$ cat src/rtl/sp_job_sched_if.sv
// Requester, engine and response handshake bundle for the shared shortest-path
// engine scheduler.
interface sp_job_sched_if #(
  parameter int NREQ = 4,
  parameter int IDW  = 2
);
  logic [NREQ-1:0] req_valid;
  logic [NREQ-1:0] req_ack;
  logic [IDW-1:0]  sel;
  logic            eng_valid;
  logic            eng_ready;
  logic            eng_done;
  logic            eng_hold;
  logic            resp_valid;
  logic [IDW-1:0]  resp_id;
  logic            resp_error;
  logic            resp_ready;
  logic            busy;
  logic [15:0]     job_count;

  modport master (
    input  req_valid, eng_ready, eng_done, resp_ready,
    output req_ack, sel, eng_valid, eng_hold, resp_valid, resp_id,
           resp_error, busy, job_count
  );

  modport slave (
    output req_valid, eng_ready, eng_done, resp_ready,
    input  req_ack, sel, eng_valid, eng_hold, resp_valid, resp_id,
           resp_error, busy, job_count
  );
endinterface

$ cat src/rtl/sp_job_sched.sv
// Round-robin scheduler sharing one Dijkstra engine among NREQ requesters,
// with an engine-run watchdog and a tagged response channel.
module sp_job_sched #(
  parameter int NREQ    = 4,
  parameter int IDW     = 2,
  parameter int TIMEOUT = 1023
) (
  input  logic               clk,
  input  logic               reset,
  sp_job_sched_if.master     bus
);

  typedef enum logic [1:0] {
    ST_IDLE = 2'd0,
    ST_LOAD = 2'd1,
    ST_RUN  = 2'd2,
    ST_RESP = 2'd3
  } state_t;

  localparam logic [15:0]     TMO_LAST   = 16'(TIMEOUT - 1);
  localparam logic [IDW-1:0]  LAST_INIT  = IDW'(NREQ - 1);
  localparam logic [NREQ-1:0] ONE_HOT0   = {{(NREQ-1){1'b0}}, 1'b1};

  state_t          state_q, state_d;
  logic [IDW-1:0]  last_grant_q, last_grant_d;
  logic [IDW-1:0]  sel_q, sel_d;
  logic [15:0]     timer_q, timer_d;
  logic [15:0]     job_count_q, job_count_d;
  logic [NREQ-1:0] req_ack_q, req_ack_d;
  logic            eng_valid_q, eng_valid_d;
  logic            eng_hold_q, eng_hold_d;
  logic            resp_valid_q, resp_valid_d;
  logic            resp_error_q, resp_error_d;
  logic            busy_q, busy_d;

  logic            any_req_s;
  logic [IDW-1:0]  win_s;
  logic [IDW-1:0]  cand_s;
  logic            hit_s;

  // Round-robin pick: first pending requester after last_grant, wrapping.
  always_comb begin
    any_req_s = 1'b0;
    win_s     = '0;
    cand_s    = '0;
    hit_s     = 1'b0;
    for (int i = 1; i <= NREQ; i++) begin
      cand_s    = IDW'((int'(last_grant_q) + i) % NREQ);
      hit_s     = !any_req_s && bus.req_valid[cand_s];
      win_s     = hit_s ? cand_s : win_s;
      any_req_s = any_req_s | hit_s;
    end
  end

  // Next-state and next-output computation for the scheduler FSM.
  always_comb begin
    state_d      = state_q;
    last_grant_d = last_grant_q;
    sel_d        = sel_q;
    timer_d      = timer_q;
    job_count_d  = job_count_q;
    req_ack_d    = '0;
    resp_error_d = resp_error_q;
    case (state_q)
      ST_IDLE: begin
        if (any_req_s) begin
          sel_d   = win_s;
          state_d = ST_LOAD;
        end else begin
          state_d = ST_IDLE;
        end
      end
      ST_LOAD: begin
        // A withdrawn request abandons the grant without moving the pointer.
        if (!bus.req_valid[sel_q]) begin
          state_d = ST_IDLE;
        end else if (bus.eng_ready) begin
          req_ack_d = ONE_HOT0 << sel_q;
          timer_d   = 16'd0;
          state_d   = ST_RUN;
        end else begin
          state_d = ST_LOAD;
        end
      end
      ST_RUN: begin
        if (bus.eng_done) begin
          resp_error_d = 1'b0;
          state_d      = ST_RESP;
        end else if (timer_q == TMO_LAST) begin
          resp_error_d = 1'b1;
          state_d      = ST_RESP;
        end else begin
          timer_d = timer_q + 16'd1;
        end
      end
      ST_RESP: begin
        if (bus.resp_ready) begin
          last_grant_d = sel_q;
          job_count_d  = job_count_q + 16'd1;
          resp_error_d = 1'b0;
          state_d      = ST_IDLE;
        end else begin
          state_d = ST_RESP;
        end
      end
      default: begin
        state_d = ST_IDLE;
      end
    endcase
    eng_valid_d  = (state_d == ST_LOAD);
    eng_hold_d   = (state_d == ST_RESP);
    resp_valid_d = (state_d == ST_RESP);
    busy_d       = (state_d != ST_IDLE);
  end

  // State and registered outputs, synchronous active-low reset.
  always_ff @(posedge clk) begin
    if (!reset) begin
      state_q      <= ST_IDLE;
      last_grant_q <= LAST_INIT;
      sel_q        <= '0;
      timer_q      <= 16'd0;
      job_count_q  <= 16'd0;
      req_ack_q    <= '0;
      eng_valid_q  <= 1'b0;
      eng_hold_q   <= 1'b0;
      resp_valid_q <= 1'b0;
      resp_error_q <= 1'b0;
      busy_q       <= 1'b0;
    end else begin
      state_q      <= state_d;
      last_grant_q <= last_grant_d;
      sel_q        <= sel_d;
      timer_q      <= timer_d;
      job_count_q  <= job_count_d;
      req_ack_q    <= req_ack_d;
      eng_valid_q  <= eng_valid_d;
      eng_hold_q   <= eng_hold_d;
      resp_valid_q <= resp_valid_d;
      resp_error_q <= resp_error_d;
      busy_q       <= busy_d;
    end
  end

  assign bus.req_ack    = req_ack_q;
  assign bus.sel        = sel_q;
  assign bus.eng_valid  = eng_valid_q;
  assign bus.eng_hold   = eng_hold_q;
  assign bus.resp_valid = resp_valid_q;
  assign bus.resp_id    = sel_q;
  assign bus.resp_error = resp_error_q;
  assign bus.busy       = busy_q;
  assign bus.job_count  = job_count_q;

endmodule

$ cat src/flat_wrapper.sv
// flat-port wrapper written by rule: the top's interface ports become plain ports
module sp_job_sched_flat 
#(
  parameter int NREQ    = 4,
  parameter int IDW     = 2,
  parameter int TIMEOUT = 1023
)
  (clk, reset, bus_req_valid, bus_eng_ready, bus_eng_done, bus_resp_ready, bus_req_ack, bus_sel, bus_eng_valid, bus_eng_hold, bus_resp_valid, bus_resp_id, bus_resp_error, bus_busy, bus_job_count);
  sp_job_sched_if #(.NREQ(NREQ), .IDW(IDW)) bus_i ();
  input  logic clk;
  input  logic reset;
  input wire logic [$bits(bus_i.req_valid)-1:0] bus_req_valid;
  input wire logic [$bits(bus_i.eng_ready)-1:0] bus_eng_ready;
  input wire logic [$bits(bus_i.eng_done)-1:0] bus_eng_done;
  input wire logic [$bits(bus_i.resp_ready)-1:0] bus_resp_ready;
  output wire logic [$bits(bus_i.req_ack)-1:0] bus_req_ack;
  output wire logic [$bits(bus_i.sel)-1:0] bus_sel;
  output wire logic [$bits(bus_i.eng_valid)-1:0] bus_eng_valid;
  output wire logic [$bits(bus_i.eng_hold)-1:0] bus_eng_hold;
  output wire logic [$bits(bus_i.resp_valid)-1:0] bus_resp_valid;
  output wire logic [$bits(bus_i.resp_id)-1:0] bus_resp_id;
  output wire logic [$bits(bus_i.resp_error)-1:0] bus_resp_error;
  output wire logic [$bits(bus_i.busy)-1:0] bus_busy;
  output wire logic [$bits(bus_i.job_count)-1:0] bus_job_count;
  assign bus_i.req_valid = bus_req_valid;
  assign bus_i.eng_ready = bus_eng_ready;
  assign bus_i.eng_done = bus_eng_done;
  assign bus_i.resp_ready = bus_resp_ready;
  assign bus_req_ack = bus_i.req_ack;
  assign bus_sel = bus_i.sel;
  assign bus_eng_valid = bus_i.eng_valid;
  assign bus_eng_hold = bus_i.eng_hold;
  assign bus_resp_valid = bus_i.resp_valid;
  assign bus_resp_id = bus_i.resp_id;
  assign bus_resp_error = bus_i.resp_error;
  assign bus_busy = bus_i.busy;
  assign bus_job_count = bus_i.job_count;
  sp_job_sched #(.NREQ(NREQ), .IDW(IDW), .TIMEOUT(TIMEOUT)) u_core (.clk(clk), .reset(reset), .bus(bus_i));
endmodule
$ cat config.mk
export PLATFORM = sky130hd
export DESIGN_NAME = sp_job_sched_flat
export DESIGN_NICKNAME = d
export VERILOG_FILES = /design/src/rtl/sp_job_sched_if.sv /design/src/rtl/sp_job_sched.sv /design/src/flat_wrapper.sv
export SDC_FILE = /design/constraint.sdc
export NUM_CORES = 1
export LEC_CHECK = 0
export CAP_MARGIN = 5
export CORE_MARGIN = 2
export CORE_UTILIZATION = 47
export CTS_CLUSTER_DIAMETER = 100
export DETAILED_ROUTE_END_ITERATION = 16
export HOLD_SLACK_MARGIN = 0.03
export PLACE_DENSITY = 0.76
export SETUP_SLACK_MARGIN = 0.4
export SLEW_MARGIN = 20
export SYNTH_ARGS = -nofsm -noshare
export SYNTH_HDL_FRONTEND = slang
export SYNTH_SLANG_ARGS = --single-unit
$ cat constraint.sdc
create_clock -name clk -period 2.1 [get_ports clk]
set_input_delay 0.21 -clock clk [delete_from_list [all_inputs] [get_ports clk]]
set_output_delay 0.21 -clock clk [all_outputs]
set_load 0.1 [all_outputs]
=== Word-level counts from Yosys, hierarchy flattened ===
Index checks and enable logic that the tools add are counted.

* Bitwise logic cells: 3
* $add $sub $neg: 6
* Eq/ne operators: 12
* Muxes and demuxes: 30
* Shift-type cells: 1
* Reduce and logical (&&, ||, !) cells: 15
* $lt $le $gt $ge: 5

{| class="wikitable"
|+ Operators by type and width
! cell !! count
|-
| 2-to-1 mux 16 bit || 4
|-
| adder 16 x 1 -> 16 bit (second input constant) || 2
|-
| case mux 16 bit (2 select lines) || 1
|-
| 2-to-1 mux 2 bit || 9
|-
| equality test 16 x 10 -> 1 bit (second input constant) || 1
|-
| less-than comparator 2 x 3 -> 1 bit (second input constant) || 5
|-
| binary-select mux 1 bit (select 2 bit) || 5
|-
| 2-to-1 mux 1 bit || 9
|-
| != test 2 bit (second input constant) || 4
|-
| case mux 2 bit (4 select lines) || 1
|-
| equality test 2 bit (second input constant) || 3
|-
| nonzero test 2 bit || 3
|-
| AND reduction 5 bit || 1
|-
| adder 2 x 1 -> 2 bit (second input constant) || 2
|-
| adder 2 bit (second input constant) || 2
|-
| equality test 2 x 1 -> 1 bit (second input constant) || 2
|-
| AND reduction 2 bit || 2
|-
| AND reduction 4 bit || 1
|-
| << shifter 1 x 2 -> 4 bit (first input constant) || 1
|-
| logical AND 1 bit || 3
|-
| zero test 1 bit || 3
|-
| != test 3 x 2 -> 1 bit (second input constant) || 1
|-
| OR 1 bit || 3
|-
| AND reduction 3 bit || 1
|-
| 3 further kinds || 3
|}

* Word-level logic and storage cells: 82
* Bits of input ports: 9
* Output and inout bits: 29
* Bits in registers: 46

=== Depth between registers and ports, before layout ===
Gate-level depths: netlist (run 1).

* Depth after elaboration: 15
* Gate-level depth with buffers: 8
* Gate-level depth less buffers: 7

=== Least setup slack after synthesis (run 1) ===
OpenSTA, ideal clock, no wires.

* Path kind: register -> register
* Start: register u_core.sel_q[0] (netlist: u_core.bus.resp_id[0])
* End: register u_core.timer_q[11]
* Arrival time: 2686 ps
* Setup time: 59 ps
* Setup slack: -645 ps
* Period minus slack after synthesis: 2745 ps
* Required time: 2041 ps
* Cell stages (with the launch flop): 7
* Buffers on the path: 1
* Path through: dfxtp_1 mux4_2 and4b_1 buf_4 nand2b_4 or4_1 nand2_1

* Longest elaborated chain between the ends: 4

{| class="wikitable"
|+ RTL lines
! item !! line !! text
|-
| start, declared || sp_job_sched.sv:26 || <nowiki>logic [IDW-1:0] sel_q, sel_d;</nowiki>
|-
| start signal, assigned || sp_job_sched.sv:133 || <nowiki>sel_q <= sel_d;</nowiki>
|-
| binary-select mux 1 bit (select 2 bit) || sp_job_sched.sv:75 || <nowiki>if (!bus.req_valid[sel_q]) begin</nowiki>
|-
| 2-to-1 mux 1 bit (implied by the code) || sp_job_sched.sv:75 ||
|-
| != test 2 x 1 -> 1 bit (no line) || n/a ||
|-
| AND reduction 5 bit (no line) || n/a ||
|-
| end signal, assigned || sp_job_sched.sv:134 || <nowiki>timer_q <= timer_d;</nowiki>
|-
| end, declared || sp_job_sched.sv:27 || <nowiki>logic [15:0] timer_q, timer_d;</nowiki>
|}

No other way between the ends. The select of a mux whose other input is x is not followed.
A chain may end at the register's enable or synchronous reset.

=== Worst setup path after layout (run 1) ===
* Start: register u_core.timer_q[0]
* End: register u_core.timer_q[4]

* Longest elaborated chain between the ends: 4
* Elaborated cells on any way between the ends: 7
* Classes of those cells: add/sub: 1; eq/ne: 2; mux: 3; reduce/logical: 1

{| class="wikitable"
|+ RTL lines
! item !! line !! text
|-
| adder 16 x 1 -> 16 bit || sp_job_sched.sv:93 || <nowiki>timer_d = timer_q + 16'd1;</nowiki>
|-
| 2-to-1 mux 16 bit || sp_job_sched.sv:89 || <nowiki>end else if (timer_q == TMO_LAST) begin</nowiki>
|-
| 2-to-1 mux 16 bit || sp_job_sched.sv:86 || <nowiki>if (bus.eng_done) begin</nowiki>
|-
| case mux 16 bit (2 select lines) || sp_job_sched.sv:64 || <nowiki>case (state_q)</nowiki>
|}

Several ways; a longest one is shown, not always the timed one. The select of a mux whose other input is x is not followed.

==> run metrics, run 1 <==
number of global-route vias before repair=1,786; count of endpoints failing setup in the final report=5; Max-slew headroom=63.6%; Min-Delay Path Class=reg -> reg; Pleak=0.00116 uW; primary flip-flop cell chosen by synthesis mapping=sky130_fd_sc_hd__dfxtp_1; library cell contributing the largest single delay on the critical path=sky130_fd_sc_hd__or4_4; RD Place Congestion=0.836; GRT Util Overall=19.1%; critical path's largest stage delay=0.46 ns; antenna violations before repair=0; Post-Route Setup TNS=-0.174 ns; synthesis-stage register bit count=46; total via count after detailed routing=1,989; Initial Utilization=49.1%; Period Utilization, post-route=103%; drt first pass iters=4; final wirelength=4930 um; Max rail drop VDD=0.000347 V; Net Count, Synth=262; critical-path maximum fanout=5; critical path, cell by cell=inv_2 -> ha_4 -> or4b_4 -> or4_4 -> buf_6 -> a22oi_2 -> or3_1 -> a21oi_1; pins over their slew limit=0; Clock Tree Root=sky130_fd_sc_hd__clkbuf_8; layout filler cell count=343; count of cells along the worst hold path=2; max cap viols=0; detailed-placement wirelength estimate=3510 um; startpoint-to-endpoint class of the critical path=reg -> reg; Row Count=24; RR Startpoint=u_core.timer_q[0]; R2R setup slack=-0.06 ns; gate family responsible for the most delay along the worst path=simple AND/OR/NAND/NOR gates; Clk Latency, worst-skew pair=0.30 ns; CP Data Required Time=2.30 ns; violations in the final reports=negative setup slack; clock sink count=46; number of diodes=0; area of combinational cells with multiple inputs=1220 um2; outcome=finished, violations left; Clock Skews=0.00867 ns; Worst Slack Setup Final=-0.0556 ns; Worst R2R End=u_core.timer_q[4]; gate count of the mapped netlist=250; global-route wire length before repair=7840 um; synthesized area=2150 um2; sink of the worst hold path=u_core.timer_q[10]; Peak Freq=464 MHz; fin cells=360; synthesis-to-finish area growth=34.3%; deepest clock path buffer count=2; mean area per synthesized cell=8.62 um2; Yosys warnings=0; Post-synth ARST share=0%; remaining global-route overflow=0; kind of start point of the critical path=register; detailed-route DRC error count=0; fraction of the yosys area taken by sequential cells=42.7%; share of post-route cells with drive strength above 1=34.4%; number of failing hold endpoints at the final stage=0; total I/O pin count=38; DP Cell Count=345; most common library cell in the layout ignoring fill and taps=sky130_fd_sc_hd__buf_4; number of cells on the worst reg-to-reg path=8; Distinct cells, synth=44; clock slew at the register clock pins of the worst setup and hold paths=0.09 ns; number of nets with antenna violations after routing=0; DR WL/cell=13.7 um; cell area power density=615 nW/um2; CP arrival=2.35 ns; First DRT Iteration DRCs=103; number of vias per cell=5.53; DIE WIDTH=71.7 um; Worst-Margin Slew=0.545 ns; Die Ht=71.7 um; most frequent cells in the layout=sky130_fd_sc_hd__buf_4 (51), sky130_fd_sc_hd__nor2_1 (30), sky130_fd_sc_hd__dfxtp_1 (27), sky130_fd_sc_hd__nand2_1 (23), sky130_fd_sc_hd__nand3_1 (15); first element of the critical path=u_core.timer_q[0]; pin count of the biggest net entering global routing=20; EDFF count, synth=0; Worst Setup End Kind=register; die area=5140 um2; Port Buffers=37; unrepaired setup endpoints after global routing=yes; area of the core=4380 um2; hold-fix buffers at CTS=0; final worst path period need=2.16 ns; dpl ws=-0.124 ns; register cell area after layout=972 um2; TritonCTS clock tree=yes; worst hold-check slack=0.476 ns; Inserted Clock Buffers=5; H-Tree Depth=2; CP Depth=8; Bufs and invs on worst path=2; hold_sp=u_core.timer_q[10]; number of nets at the end of the flow=319
[power by group]
group          total, uW  internal (uW)  switching [uW]
clock network        567            266             301
registers            897            879            18.0
logic                316            111             205
[cells by family (layout without fill, tap and decap cells)]
| logic type | after synthesis | count (layout) | synth area share [%] |
|---|---|---|---|
| compound gates | 39 | 40 | 12.4 |
| xor+xnor | 16 | 16 | 6.50 |
| fa+ha+maj | 3 | 3 | 1.74 |
| buf+inv | 22 | 79 | 5.05 |
| flops | 46 | 46 | 42.7 |
| mux | 4 | 4 | 2.44 |
| simple gates | 120 | 120 | 29.1 |
[state kept, by name, summed over array words and instances (netlist names)]
name,flops
u_core.bus.busy,1
u_core.state_q,2
u_core.bus.resp_valid,1
u_core.timer_q,16
u_core.bus.req_ack,4
u_core.bus.job_count,16
u_core.bus.resp_error,1
u_core.bus.resp_id,2
u_core.last_grant_q,2
u_core.bus.eng_valid,1
[metrics by stage]
| step | power (uW) | utilization [%] | area [um2] |
|---|---|---|---|
| after floorplan | 1120 | - | 2220 |
| after global placement | 1200 | 60.3 | 2640 |
| after detailed placement | 1200 | 60.3 | 2640 |
| after CTS | 1790 | 65.0 | 2850 |
| after global routing | 1850 | 66.0 | 2890 |
| final | 1780 | 66.0 | 2890 |
[timing repair]
item                       CTS  global route
cloned                       1             0
pin swaps                    8             5
resized for setup            9            12
setup endpoints to repair   22            27
setup buffers                6             0
[cell usage after synthesis, types with 3 or more instances]
| cell type | n | area (um2) |
|---|---|---|
| sky130_fd_sc_hd__a21oi_1 | 14 | 70.1 |
| sky130_fd_sc_hd__nand3_1 | 15 | 75.1 |
| sky130_fd_sc_hd__or4_1 | 5 | 37.5 |
| sky130_fd_sc_hd__mux2i_1 | 3 | 30.0 |
| sky130_fd_sc_hd__nand2_1 | 24 | 90.1 |
| sky130_fd_sc_hd__nor3_1 | 7 | 35.0 |
| sky130_fd_sc_hd__dfxtp_1 | 46 | 921 |
| sky130_fd_sc_hd__ha_1 | 3 | 37.5 |
| sky130_fd_sc_hd__or3_1 | 6 | 37.5 |
| sky130_fd_sc_hd__nand2b_1 | 3 | 18.8 |
| sky130_fd_sc_hd__xnor2_1 | 5 | 43.8 |
| sky130_fd_sc_hd__xor2_1 | 11 | 96.3 |
| sky130_fd_sc_hd__o211ai_1 | 5 | 37.5 |
| sky130_fd_sc_hd__buf_4 | 5 | 37.5 |
| sky130_fd_sc_hd__nor2_1 | 30 | 113 |
| sky130_fd_sc_hd__clkbuf_1 | 7 | 26.3 |
| sky130_fd_sc_hd__inv_1 | 9 | 33.8 |
| sky130_fd_sc_hd__o21ai_1 | 6 | 30.0 |
| sky130_fd_sc_hd__nand4_1 | 9 | 56.3 |
| sky130_fd_sc_hd__and3_1 | 5 | 31.3 |
[worst min-delay path: cells and delay by family (launching register included)]
family	cells	cell delay, ns
DFF	1	0.33
muxes	1	0.05
and+or+nand+nor	1	0.05
[per-layer routing]
layer | vias to the layer above | GRT usage, % | share of wire (%)
li1 | 991 | - | -
met1 | 938 | 23.9 | 45
met2 | 52 | 31.7 | 49
met3 | 8 | 4.22 | 4.6
met4 | 0 | 7.97 | 1.3
met5 | - | 0 | 0
[cell type report]
class | instances | area share (%)
Multi-Input combinational cell | 183 | 42.3
Sequential cell | 46 | 33.6
Timing Repair Buffer | 62 | 17.5
Inverter | 9 | 1.17
Clock buffer | 6 | 2.85
Tap cell | 52 | 2.25
Clock inverter | 2 | 0.389
[worst max-delay path by stage]
stage,to
after detailed placement,u_core.timer_q[15]
after floorplan,u_core.timer_q[11]
after CTS,u_core.timer_q[2]
after global placement,u_core.timer_q[15]
after global routing,u_core.timer_q[4]
final,u_core.timer_q[4]
No activity file was read; power rests on OpenSTA's default activity.
==> run 2: changes to the inputs <==
--- a/config.mk
+++ b/config.mk
@@ -5,13 +5,14 @@
 export SDC_FILE = /design/constraint.sdc
 export NUM_CORES = 1
 export LEC_CHECK = 0
-export CAP_MARGIN = 5
+export CAP_MARGIN = 20
 export CORE_MARGIN = 2
-export CORE_UTILIZATION = 47
+export CORE_UTILIZATION = 52
 export CTS_CLUSTER_DIAMETER = 100
 export DETAILED_ROUTE_END_ITERATION = 16
 export HOLD_SLACK_MARGIN = 0.03
-export PLACE_DENSITY = 0.76
+export PLACE_DENSITY = 0.8
+export REMOVE_ABC_BUFFERS = 1
 export SETUP_SLACK_MARGIN = 0.4
 export SLEW_MARGIN = 20
 export SYNTH_ARGS = -nofsm -noshare
==> constraint.sdc (replaced) <==
create_clock -name clk -period 2.3 [get_ports clk]
set_input_delay 0.23 -clock clk [delete_from_list [all_inputs] [get_ports clk]]
set_output_delay 0.23 -clock clk [all_outputs]
set_load 0.1 [all_outputs]
==> run 2 against run 1 <==
Combinational power grew 6.6%. Largest power group unchanged. Global-route usage rose by 5.5 points. Utilization rose by 9.5 points. Highest routed layer unchanged. Non-clock buffer count rose by 2. Clock skew hardly changed. Critical endpoint is now u_core.timer_q[13]. Register-to-register slack improved by 0.19 ns. Worst hold slack gained 0.025 ns. The flow now finishes without violations.
==> run metrics, run 2 (synthesis gave the netlist of run 1 again) <==
die area=4670 um2; number of nets with antenna violations after routing=0; area of the core=4000 um2; max cap viols=0; number of diodes=0; most common library cell in the layout ignoring fill and taps=sky130_fd_sc_hd__buf_4; cell area power density=624 nW/um2; detailed-placement wirelength estimate=3340 um; unrepaired setup endpoints after global routing=yes; Row Count=23; Peak Freq=462 MHz; pin count of the biggest net entering global routing=20; Die Ht=68.4 um; Clk Latency, worst-skew pair=0.30 ns; synthesis-to-finish area growth=40.1%; most frequent cells in the layout=sky130_fd_sc_hd__buf_4 (48), sky130_fd_sc_hd__dfxtp_1 (44), sky130_fd_sc_hd__nor2_1 (29), sky130_fd_sc_hd__nand2_1 (24), sky130_fd_sc_hd__nand3_1 (15); clock sink count=46; remaining global-route overflow=0; TritonCTS clock tree=yes; count of endpoints failing setup in the final report=0; global-route wire length before repair=8540 um; number of global-route vias before repair=1,869; total via count after detailed routing=2,050; outcome=finished, final reports clean; met1 track demand over resource=29.9%; register cell area after layout=923 um2; RD Place Congestion=0.829; DIE WIDTH=68.4 um; Inserted Clock Buffers=5; number of vias per cell=5.69; Clock Tree Root=sky130_fd_sc_hd__clkbuf_8; First DRT Iteration DRCs=133; deepest clock path buffer count=2; area of combinational cells with multiple inputs=1260 um2; fin cells=360; Period Utilization, post-route=94.2%; layer carrying the most global-route usage=met2; number of failing hold endpoints at the final stage=0; Initial Utilization=53.9%; Port Buffers=37; final wirelength=5620 um; hold-fix buffers at CTS=0; Clock Skews=0.00829 ns; met2 Resource Use GR=40.8%; Pleak=0.00121 uW; final total power=1880 uW; critical-path maximum fanout=5; Worst-Margin Slew=0.426 ns; Max rail drop VDD=0.000375 V; final worst path period need=2.17 ns; layout filler cell count=271; Finished Cell Area=3020 um2; Min-Delay Path Class=reg -> reg; CP arrival=2.39 ns; antenna violations before repair=0; DP Cell Count=341; number of nets at the end of the flow=321; detailed-route DRC error count=0; Cell Area, Placed=2580 um2; pins over their slew limit=0; share of post-route cells with drive strength above 1=31.6%; met3 track utilization from global routing=6.09%; clock slew at the register clock pins of the worst setup and hold paths=0.09 ns; Max-slew headroom=71.5%; CP Data Required Time=2.53 ns; total I/O pin count=38; Worst Setup End Kind=register; DR WL/cell=15.6 um; drt first pass iters=4; GRT Util Overall=24.5%; H-Tree Depth=2; startpoint-to-endpoint class of the critical path=reg -> reg; kind of start point of the critical path=register
[run 2: changes by cell type in the layout (fill, tap and decap cells not counted), sizes merged]
cell,delta
bufinv,+2
inv,-1
clkbuf,-1
buf,+2
[run 2: where the power goes]
group / internal, uW / switching (uW)
Sequential: 812 / 14.4
Combinational: 131 / 206
Clock: 435 / 284
Total: 1380 / 505
[run 2: layer usage]
| metal | share of wire, % | wire length [um] | vias to the layer above |
|---|---|---|---|
| met1 | 42 | 2380 | 928 |
| li1 | - | - | 1012 |
| met5 | 0 | 0 | - |
| met2 | 48 | 2720 | 89 |
| met4 | 3.1 | 174 | 0 |
| met3 | 6.1 | 345 | 21 |
[run 2: through the flow]
step	setup WS [ns]	setup TNS (ns)	util [%]	hold slack (ns)
finish	0.134	0	75.5	0.500
global route	0.0420	0	75.5	0.518
CTS	0.143	0	73.7	0.478
detailed placement	0.0380	0	64.5	0.461
global placement	0.0822	0	64.5	0.452
floorplan	-1.15	-22.18	-	0.302
[run 2: cell type report]
type	instances	share of cell area (%)
Inverter	9	1.12
Clock buffer	5	2.28
Timing Repair Buffer	64	19.8
Tap cell	50	2.07
Clock inverter	3	2.28
Sequential cell	46	30.6
Multi-Input combinational cell	183	41.9
[run 2: what timing repair did]
action	4_1_cts	5_1_grt
pin swaps	20	12
endpoints found under the setup margin	20	21
hold endpoints to repair	0	0
setup buffers	6	1
resized for setup	20	16
cloned	4	0
[run 2: critical path, cell delays in order (launching register included)]
cell	delay [ns]
sky130_fd_sc_hd__dfxtp_2	0.33
sky130_fd_sc_hd__inv_2	0.07
sky130_fd_sc_hd__ha_4	0.12
sky130_fd_sc_hd__or4b_1	0.42
sky130_fd_sc_hd__or4_4	0.48
sky130_fd_sc_hd__a21oi_4	0.20
sky130_fd_sc_hd__buf_6	0.13
sky130_fd_sc_hd__buf_12	0.11
sky130_fd_sc_hd__o31ai_2	0.08
sky130_fd_sc_hd__a21oi_1	0.16
[run 2: worst paths after layout]
check / slack (ns) / endpoint / depth (start not counted) / start
setup / recovery: 0.13 / u_core.timer_q[13] / 9 / u_core.timer_q[0]
hold / removal: 0.50 / u_core.bus.job_count[1] / 2 / u_core.bus.job_count[1]
setup reg to reg: 0.13 / u_core.timer_q[13] / 9 / u_core.timer_q[0]
hold reg to reg: 0.50 / u_core.bus.job_count[1] / 2 / u_core.bus.job_count[1]
